<file path="config.mk">
export PLATFORM = sky130hd
export DESIGN_NAME = btn_event_ctrl
export DESIGN_NICKNAME = d
export VERILOG_FILES = /design/src/rtl/btn_event_ctrl.sv
export SDC_FILE = /design/constraint.sdc
export NUM_CORES = 1
export LEC_CHECK = 0
export CAP_MARGIN = 20
export CORE_ASPECT_RATIO = 0.75
export CORE_MARGIN = 3
export CORE_UTILIZATION = 33
export DETAILED_ROUTE_END_ITERATION = 8
export GPL_ROUTABILITY_DRIVEN = 0
export PLACE_DENSITY = 0.46
export REMOVE_ABC_BUFFERS = 1
export SYNTH_ARGS = -nofsm -noshare
export SYNTH_HDL_FRONTEND = slang
export SYNTH_SLANG_ARGS = --single-unit
</file>
<file path="constraint.sdc">
create_clock -name clk -period 3.4 [get_ports clk]
set_input_delay 1.02 -clock clk [delete_from_list [all_inputs] [get_ports clk]]
set_output_delay 1.02 -clock clk [all_outputs]
set_load 0.03 [all_outputs]
</file>
<file path="src/rtl/btn_event_ctrl.sv">
// Push-button front end: per-button synchroniser and debouncer, hold/auto-repeat FSM,
// and a round-robin arbiter that serialises press/repeat events onto one valid/ready port.
module btn_event_ctrl #(
    parameter int N             = 4,
    parameter int IDW           = 2,
    parameter int DEB_CYCLES    = 1000,
    parameter int HOLD_CYCLES   = 50000000,
    parameter int REPEAT_CYCLES = 10000000
) (
    input  logic           clk,
    input  logic           rst,
    input  logic [N-1:0]   btn,
    output logic [N-1:0]   btn_level,
    output logic           evt_valid,
    output logic [IDW-1:0] evt_id,
    output logic           evt_repeat,
    input  logic           evt_ready
);

    localparam int DW   = $clog2(DEB_CYCLES);
    localparam int TMAX = (HOLD_CYCLES > REPEAT_CYCLES) ? HOLD_CYCLES : REPEAT_CYCLES;
    localparam int TW   = $clog2(TMAX);

    localparam logic [DW-1:0]  DEB_LAST  = DW'(DEB_CYCLES - 1);
    localparam logic [TW-1:0]  HOLD_LAST = TW'(HOLD_CYCLES - 1);
    localparam logic [TW-1:0]  RPT_LAST  = TW'(REPEAT_CYCLES - 1);
    localparam logic [IDW-1:0] ID_LAST   = IDW'(N - 1);
    localparam logic [IDW:0]   N_W       = (IDW + 1)'(N);

    typedef enum logic [1:0] {
        ST_IDLE = 2'd0,
        ST_HOLD = 2'd1,
        ST_RPT  = 2'd2
    } state_t;

    logic [N-1:0]   r_sync1;
    logic [N-1:0]   r_sync2;
    logic [DW-1:0]  r_deb_cnt [N];
    state_t         r_state   [N];
    logic [TW-1:0]  r_timer   [N];
    logic [N-1:0]   r_pend;
    logic [N-1:0]   r_pend_rpt;
    logic [IDW-1:0] r_ptr;

    logic [N-1:0]   w_raise;
    logic [N-1:0]   w_new_rpt;
    logic           w_load;
    logic           w_found;
    logic [IDW-1:0] w_sel;
    logic [IDW:0]   w_cand;
    logic [N-1:0]   w_clr;

    // Two-flop synchroniser and per-bit debounce counter driving btn_level.
    always_ff @(posedge clk) begin
        if (rst) begin
            r_sync1   <= '0;
            r_sync2   <= '0;
            btn_level <= '0;
            for (int i = 0; i < N; i++) begin
                r_deb_cnt[i] <= '0;
            end
        end else begin
            r_sync1 <= btn;
            r_sync2 <= r_sync1;
            for (int i = 0; i < N; i++) begin
                if (r_sync2[i] == btn_level[i]) begin
                    r_deb_cnt[i] <= '0;
                end else if (r_deb_cnt[i] == DEB_LAST) begin
                    btn_level[i] <= ~btn_level[i];
                    r_deb_cnt[i] <= '0;
                end else begin
                    r_deb_cnt[i] <= r_deb_cnt[i] + DW'(1);
                end
            end
        end
    end

    // Event raise decode from the current FSM state, timer and debounced level.
    always_comb begin
        w_raise   = '0;
        w_new_rpt = '0;
        for (int i = 0; i < N; i++) begin
            case (r_state[i])
                ST_IDLE: begin
                    w_raise[i] = btn_level[i];
                end
                ST_HOLD: begin
                    if (btn_level[i] && (r_timer[i] == HOLD_LAST)) begin
                        w_raise[i]   = 1'b1;
                        w_new_rpt[i] = 1'b1;
                    end else begin
                        w_raise[i]   = 1'b0;
                    end
                end
                ST_RPT: begin
                    if (btn_level[i] && (r_timer[i] == RPT_LAST)) begin
                        w_raise[i]   = 1'b1;
                        w_new_rpt[i] = 1'b1;
                    end else begin
                        w_raise[i]   = 1'b0;
                    end
                end
                default: begin
                    w_raise[i] = 1'b0;
                end
            endcase
        end
    end

    // Per-button hold/auto-repeat state machine and its timer.
    always_ff @(posedge clk) begin
        if (rst) begin
            for (int i = 0; i < N; i++) begin
                r_state[i] <= ST_IDLE;
                r_timer[i] <= '0;
            end
        end else begin
            for (int i = 0; i < N; i++) begin
                case (r_state[i])
                    ST_IDLE: begin
                        r_timer[i] <= '0;
                        if (btn_level[i]) begin
                            r_state[i] <= ST_HOLD;
                        end
                    end
                    ST_HOLD: begin
                        if (!btn_level[i]) begin
                            r_state[i] <= ST_IDLE;
                            r_timer[i] <= '0;
                        end else if (r_timer[i] == HOLD_LAST) begin
                            r_state[i] <= ST_RPT;
                            r_timer[i] <= '0;
                        end else begin
                            r_timer[i] <= r_timer[i] + TW'(1);
                        end
                    end
                    ST_RPT: begin
                        if (!btn_level[i]) begin
                            r_state[i] <= ST_IDLE;
                            r_timer[i] <= '0;
                        end else if (r_timer[i] == RPT_LAST) begin
                            r_timer[i] <= '0;
                        end else begin
                            r_timer[i] <= r_timer[i] + TW'(1);
                        end
                    end
                    default: begin
                        r_state[i] <= ST_IDLE;
                        r_timer[i] <= '0;
                    end
                endcase
            end
        end
    end

    // Round-robin pick: first pending bit at or after the pointer, wrapping at N-1.
    always_comb begin
        w_load  = !evt_valid || evt_ready;
        w_found = 1'b0;
        w_sel   = '0;
        w_cand  = '0;
        for (int i = 0; i < N; i++) begin
            w_cand = {1'b0, r_ptr} + (IDW + 1)'(i);
            if (w_cand >= N_W) begin
                w_cand = w_cand - N_W;
            end else begin
                w_cand = w_cand;
            end
            if (!w_found && r_pend[w_cand[IDW-1:0]]) begin
                w_found = 1'b1;
                w_sel   = w_cand[IDW-1:0];
            end else begin
                w_found = w_found;
            end
        end
        if (w_load && w_found) begin
            w_clr = N'(1) << w_sel;
        end else begin
            w_clr = '0;
        end
    end

    // Pending store; a new raise beats a same-cycle grant, and a press is never demoted.
    always_ff @(posedge clk) begin
        if (rst) begin
            r_pend     <= '0;
            r_pend_rpt <= '0;
        end else begin
            for (int i = 0; i < N; i++) begin
                if (w_raise[i]) begin
                    r_pend[i] <= 1'b1;
                    if (r_pend[i] && !w_clr[i]) begin
                        r_pend_rpt[i] <= r_pend_rpt[i] & w_new_rpt[i];
                    end else begin
                        r_pend_rpt[i] <= w_new_rpt[i];
                    end
                end else if (w_clr[i]) begin
                    r_pend[i] <= 1'b0;
                end else begin
                    r_pend[i] <= r_pend[i];
                end
            end
        end
    end

    // Output event register and round-robin pointer.
    always_ff @(posedge clk) begin
        if (rst) begin
            evt_valid  <= 1'b0;
            evt_id     <= '0;
            evt_repeat <= 1'b0;
            r_ptr      <= '0;
        end else if (w_load) begin
            if (w_found) begin
                evt_valid  <= 1'b1;
                evt_id     <= w_sel;
                evt_repeat <= r_pend_rpt[w_sel];
                r_ptr      <= (w_sel == ID_LAST) ? '0 : (w_sel + IDW'(1));
            end else begin
                evt_valid  <= 1'b0;
            end
        end else begin
            evt_valid <= evt_valid;
        end
    end

endmodule

</file>
### Word level (Yosys, flattened, before mapping)

Memory sizes are Yosys's and may differ from the RTL's.
Cells that the tools add are included.

| storage, ports and cells | value |
|---|---|
| memory bits (writable) | 152 |
| word-level logic and storage cells | 501 |
| input port bits | 7 |
| memories kept | 3 |
| register bits after elaboration | 26 |
| output and inout bits | 8 |

Memories:

| memory | depth | bits a word | read ports | clocked after Yosys merged registers in | write ports | line | text |
|---|---|---|---|---|---|---|---|
| r_timer | 4 | 26 | 4 | 0 | 4 | 40 | `logic [TW-1:0] r_timer [N];` |
| r_deb_cnt | 4 | 10 | 4 | 0 | 4 | 38 | `logic [DW-1:0] r_deb_cnt [N];` |
| r_state | 4 | 2 | 4 | 0 | 4 | 39 | `state_t r_state [N];` |

| cells by class | value |
|---|---|
| reductions and logical operators | 42 |
| multiplexer cells | 311 |
| equality and inequality tests | 25 |
| magnitude comparators | 9 |
| shift-type cells | 1 |
| bitwise gates (word level) | 76 |
| $add $sub $neg | 16 |

Operators by type and width:

| operator | count |
|---|---|
| $mux W26 | 32 |
| $mux W1 | 224 |
| $mux W10 | 12 |
| $add A26 B1 Y26 const B | 4 |
| $eq A26 B24 Y1 const B | 4 |
| $eq A26 B26 Y1 const B | 4 |
| $or A1 B1 Y1 | 64 |
| $mux W2 | 29 |
| $add A10 B1 Y10 const B | 4 |
| $eq A10 B10 Y1 const B | 4 |
| $logic_and A1 B1 Y1 | 16 |
| $lt A2 B3 Y1 const B | 5 |
| $pmux W1 S3 | 4 |
| $reduce_or A3 Y1 | 4 |
| $bmux W1 S2 | 5 |
| $eq A2 B2 Y1 const B | 5 |
| $reduce_and A2 Y1 | 5 |
| $ge A3 B3 Y1 const B | 3 |
| $eq A2 B1 Y1 const B | 4 |
| $logic_not A1 Y1 | 8 |
| $logic_not A2 Y1 | 4 |
| $not A1 Y1 | 8 |
| $pmux W1 S2 | 4 |
| $reduce_bool A2 Y1 | 4 |
| other kinds (10) | 20 |

### Depth between registers and ports, before layout

| depth | value |
|---|---|
| word-level depth | 19 |
| depth in mapped cells | 10 |
| mapped depth without buffers | 10 |

### Worst setup path before layout

OpenSTA, ideal clock, no wires.

| timing path | value |
|---|---|
| path kind | input port to flip-flop |
| start point | in rst |
| end point | mem r_timer[1][0] (netlist bit) (enable) |
| arrival time | 2.504 ns |
| setup slack | 0.513 ns |
| required time | 3.017 ns |
| stages | 5 |
| buffers on the path | 3 |
| path through | clkbuf_1 -> clkbuf_1 -> buf_1 -> nor2_1 -> nand2_1 |

RTL lines:

| element | line | text |
|---|---|---|
| start, declared | 11 | `input logic rst,` |
| end, declared | 40 |  |

### Worst setup path in the final report

| timing path | value |
|---|---|
| start point | reg btn_level[2] |
| end point | out btn_level[2] |

RTL lines:

| element | line | text |
|---|---|---|
| start, declared | 13 | `output logic [N-1:0] btn_level,` |
| start signal, assigned by index | 69 | `btn_level[i] <= ~btn_level[i];` |

No word-level cell between the ends.

==> metrics <==
Crit path required time 2380 ps; nature of the critical path endpoint output port; die width 206 um; Hold/Removal Path Class flip-flop to flip-flop; # fillers approximately 2,900; # nets final 1,066; CTS tree built; Synth Area per Inst 10.2 um2; DRT iter0 DRCs between 400 and 500; Slew Limit Headroom between 50% and 60%; Worst-Margin Slew between 700 and 800 ps; pin count of the biggest net entering global routing 27; Vias/cell about 4.8; Remaining Overflow, GRT 0; post-layout minimum cycle time about 2800 ps; most frequent cells in the layout nor2_1, edfxtp_1, nand2_1; Core ar. around 29,000 um2; sequential cell area a little over 5000 um2; cell area after layout 11,200 um2; Synth Instances approximately 960; n_diodes 0; Post-DRT Antenna Nets 0; io pins 15; layout cell share with drive strength beyond 1 between 5 and 6%; Initial Utilization around 34%; worst vdd ir around 0.32 mV; GRT Total Usage about an eighth; dpl hpwl between 10,000 and 15,000 um; initial antenna violation count 0; pwr dens 439 nW/um2; Worst EP arrival between 1500 and 2000 ps; Max-Cap Viols 0; vias in the first global route approximately 6,400; Seq cells post-synth between 150 and 200; Clock Sinks about 180; Sum Neg Setup Slack 0 ps; worst-path fanout max 11; fraction of registers with async set/reset 0%; crit path cell chain clkdlybuf4s50_1; Routed WL approximately 20,000 um; static leakage 3.80 nW; dpl cell area ~11,000 um2; CTS Buf Count 17; CP bufs+invs 1; Netlist cell types 59; post-detailed-route DRC marker count 0; f_max 351 MHz; Fin. Hold Viols 0; Power Total just under 5 mW; fin crit share a little over four fifths; routed len/inst ~14 um; CP max stage delay a little under 800 ps; r2r setup slk between 900 and 1000 ps; startpoint types flip-flop; cell area after synthesis 9850 um2; run status complete, no violations; post_cts resized 0; Ys Warns 0; worst-skew pair later-pin latency around 430 ps; predominant post-synthesis flop cell edfxtp_1; CP top delay family buffers and inverters; final slew viol count 0; most common cell after layout, fill and taps aside nor2_1; die area about 32,000 um2; Seq/Total Area, Yosys between 50 and 60%; die height approximately 160 um; Port Buffer Count 14; number of enable flip-flop cells after synthesis ~150; num rows 54; routed via count between 6,000 and 7,000; post-cts hold buffer count 0; maximum clock path buffer count 2; Reg clk slew, reported paths 80 ps; critical path type flip-flop to output port; final setup vio count 0; slowest CP cell clkdlybuf4s50_1; multi-input logic area 4670 um2; Area growth, synth to finish 13.8%; Root Buffer clkbuf_16; RSZ-0062 raised after global routing false; H-tree depth 4; drt pass-1 iters 5; postcts setup bufs 0; clock skew ~13 ps; first-pass GRT wire length around 33,000 um
==> area by class of cell <==
type                            instances  share of cell area (%)
Clock inverter                         15                    1.31
Clock buffer                           17                    3.79
Sequential cell                       178                    45.3
Timing Repair Buffer                   31                    2.45
Multi-Input combinational cell        770                    41.6
Inverter                               33                    1.10
Tap cell                              392                    4.37
==> per-stage QoR <==
step	cells	setup WS [ps]	hold slack (ps)	utilization, %
floorplan	981	1020	414	-
global placement	1404	673	428	36.4
detailed placement	1404	661	437	36.4
CTS	1436	494	443	38.3
global route	1436	468	458	38.3
finish	1436	551	436	38.3
==> report_power, final <==
part	switching, mW	internal, mW
sequential	0.151	2.52
clock	0.930	1.03
combinational	0.167	0.129
==> layer usage <==
metal / up-vias / share of wire, % / GRT usage [%]
li1: 3553 / - / -
met1: 3240 / 56 / 19.9
met2: 54 / 41 / 17.4
met3: 9 / 2.4 / 2.38
met4: 0 / 0.76 / 3.12
met5: - / 0 / 0
==> path summary, 6_finish.rpt <==
path                  start  depth (start not counted)        endpoint
max            btn_level[2]                          1    btn_level[2]
min              r_sync1[1]                          1      r_sync2[1]
max reg2reg  r_timer[0][11]                          6  r_timer[0][20]
min reg2reg      r_sync1[1]                          1      r_sync2[1]
==> synthesized netlist by cell type (2+ instances only) <==
cell type	number	share of area, %
nor2_1	180	6.9
edfxtp_1	152	46
nand2_1	70	2.7
xor2_1	66	5.9
xnor2_1	59	5.2
nand3_1	56	2.8
nand4_1	38	2.4
inv_1	33	1.3
nor3_1	32	1.6
ha_1	28	3.6
dfxtp_1	26	5.3
and3_1	25	1.6
a21oi_1	21	1.1
nor4_1	18	1.1
o21ai_0	16	0.81
nor2b_1	15	0.95
or3_1	12	0.76
and4_1	11	0.98
nand2b_1	11	0.70
clkbuf_1	10	0.38
and2_1	7	0.44
nor4b_1	7	0.62
nor3b_1	6	0.46
mux2i_1	5	0.51
a21o_1	4	0.30
buf_6	4	0.46
a221oi_1	3	0.27
and4b_1	3	0.30
buf_2	3	0.15
nor4bb_1	3	0.30
or2_2	3	0.19
buf_1	2	0.076
buf_4	2	0.15
mux2_2	2	0.23
nand3b_1	2	0.15
nand4bb_1	2	0.23
o211a_1	2	0.20
o31ai_1	2	0.15
or4_1	2	0.15
==> sequential cells by signal (all words and copies together) (netlist names) <==
signal,flops
evt_id,2
evt_repeat,1
r_timer,104
r_pend_rpt,4
btn_level,4
r_sync1,4
r_deb_cnt,40
r_state,8
evt_valid,1
r_sync2,4
r_ptr,2
r_pend,4
==> cell families after synthesis <==
group / Yosys count / synth area share, %
AOI/OAI and AO/OA: 58 / 3.90
xor gates and xnor gates: 125 / 11.1
adders and majority gates: 28 / 3.56
buffers and inverters: 54 / 2.48
DFF: 178 / 51.6
muxes: 9 / 1.00
other: 1 / 0.0381
and+or+nand+nor: 510 / 26.3
==> worst reg2reg max path: cells and delay by family, from the launching register on <==
family,cells,cell delay (ps)
AND/OR/NAND/NOR,5,1610
flip-flops,1,430
buffers and inverters,1,210
Note: power is estimated with default switching activity, not from simulation.
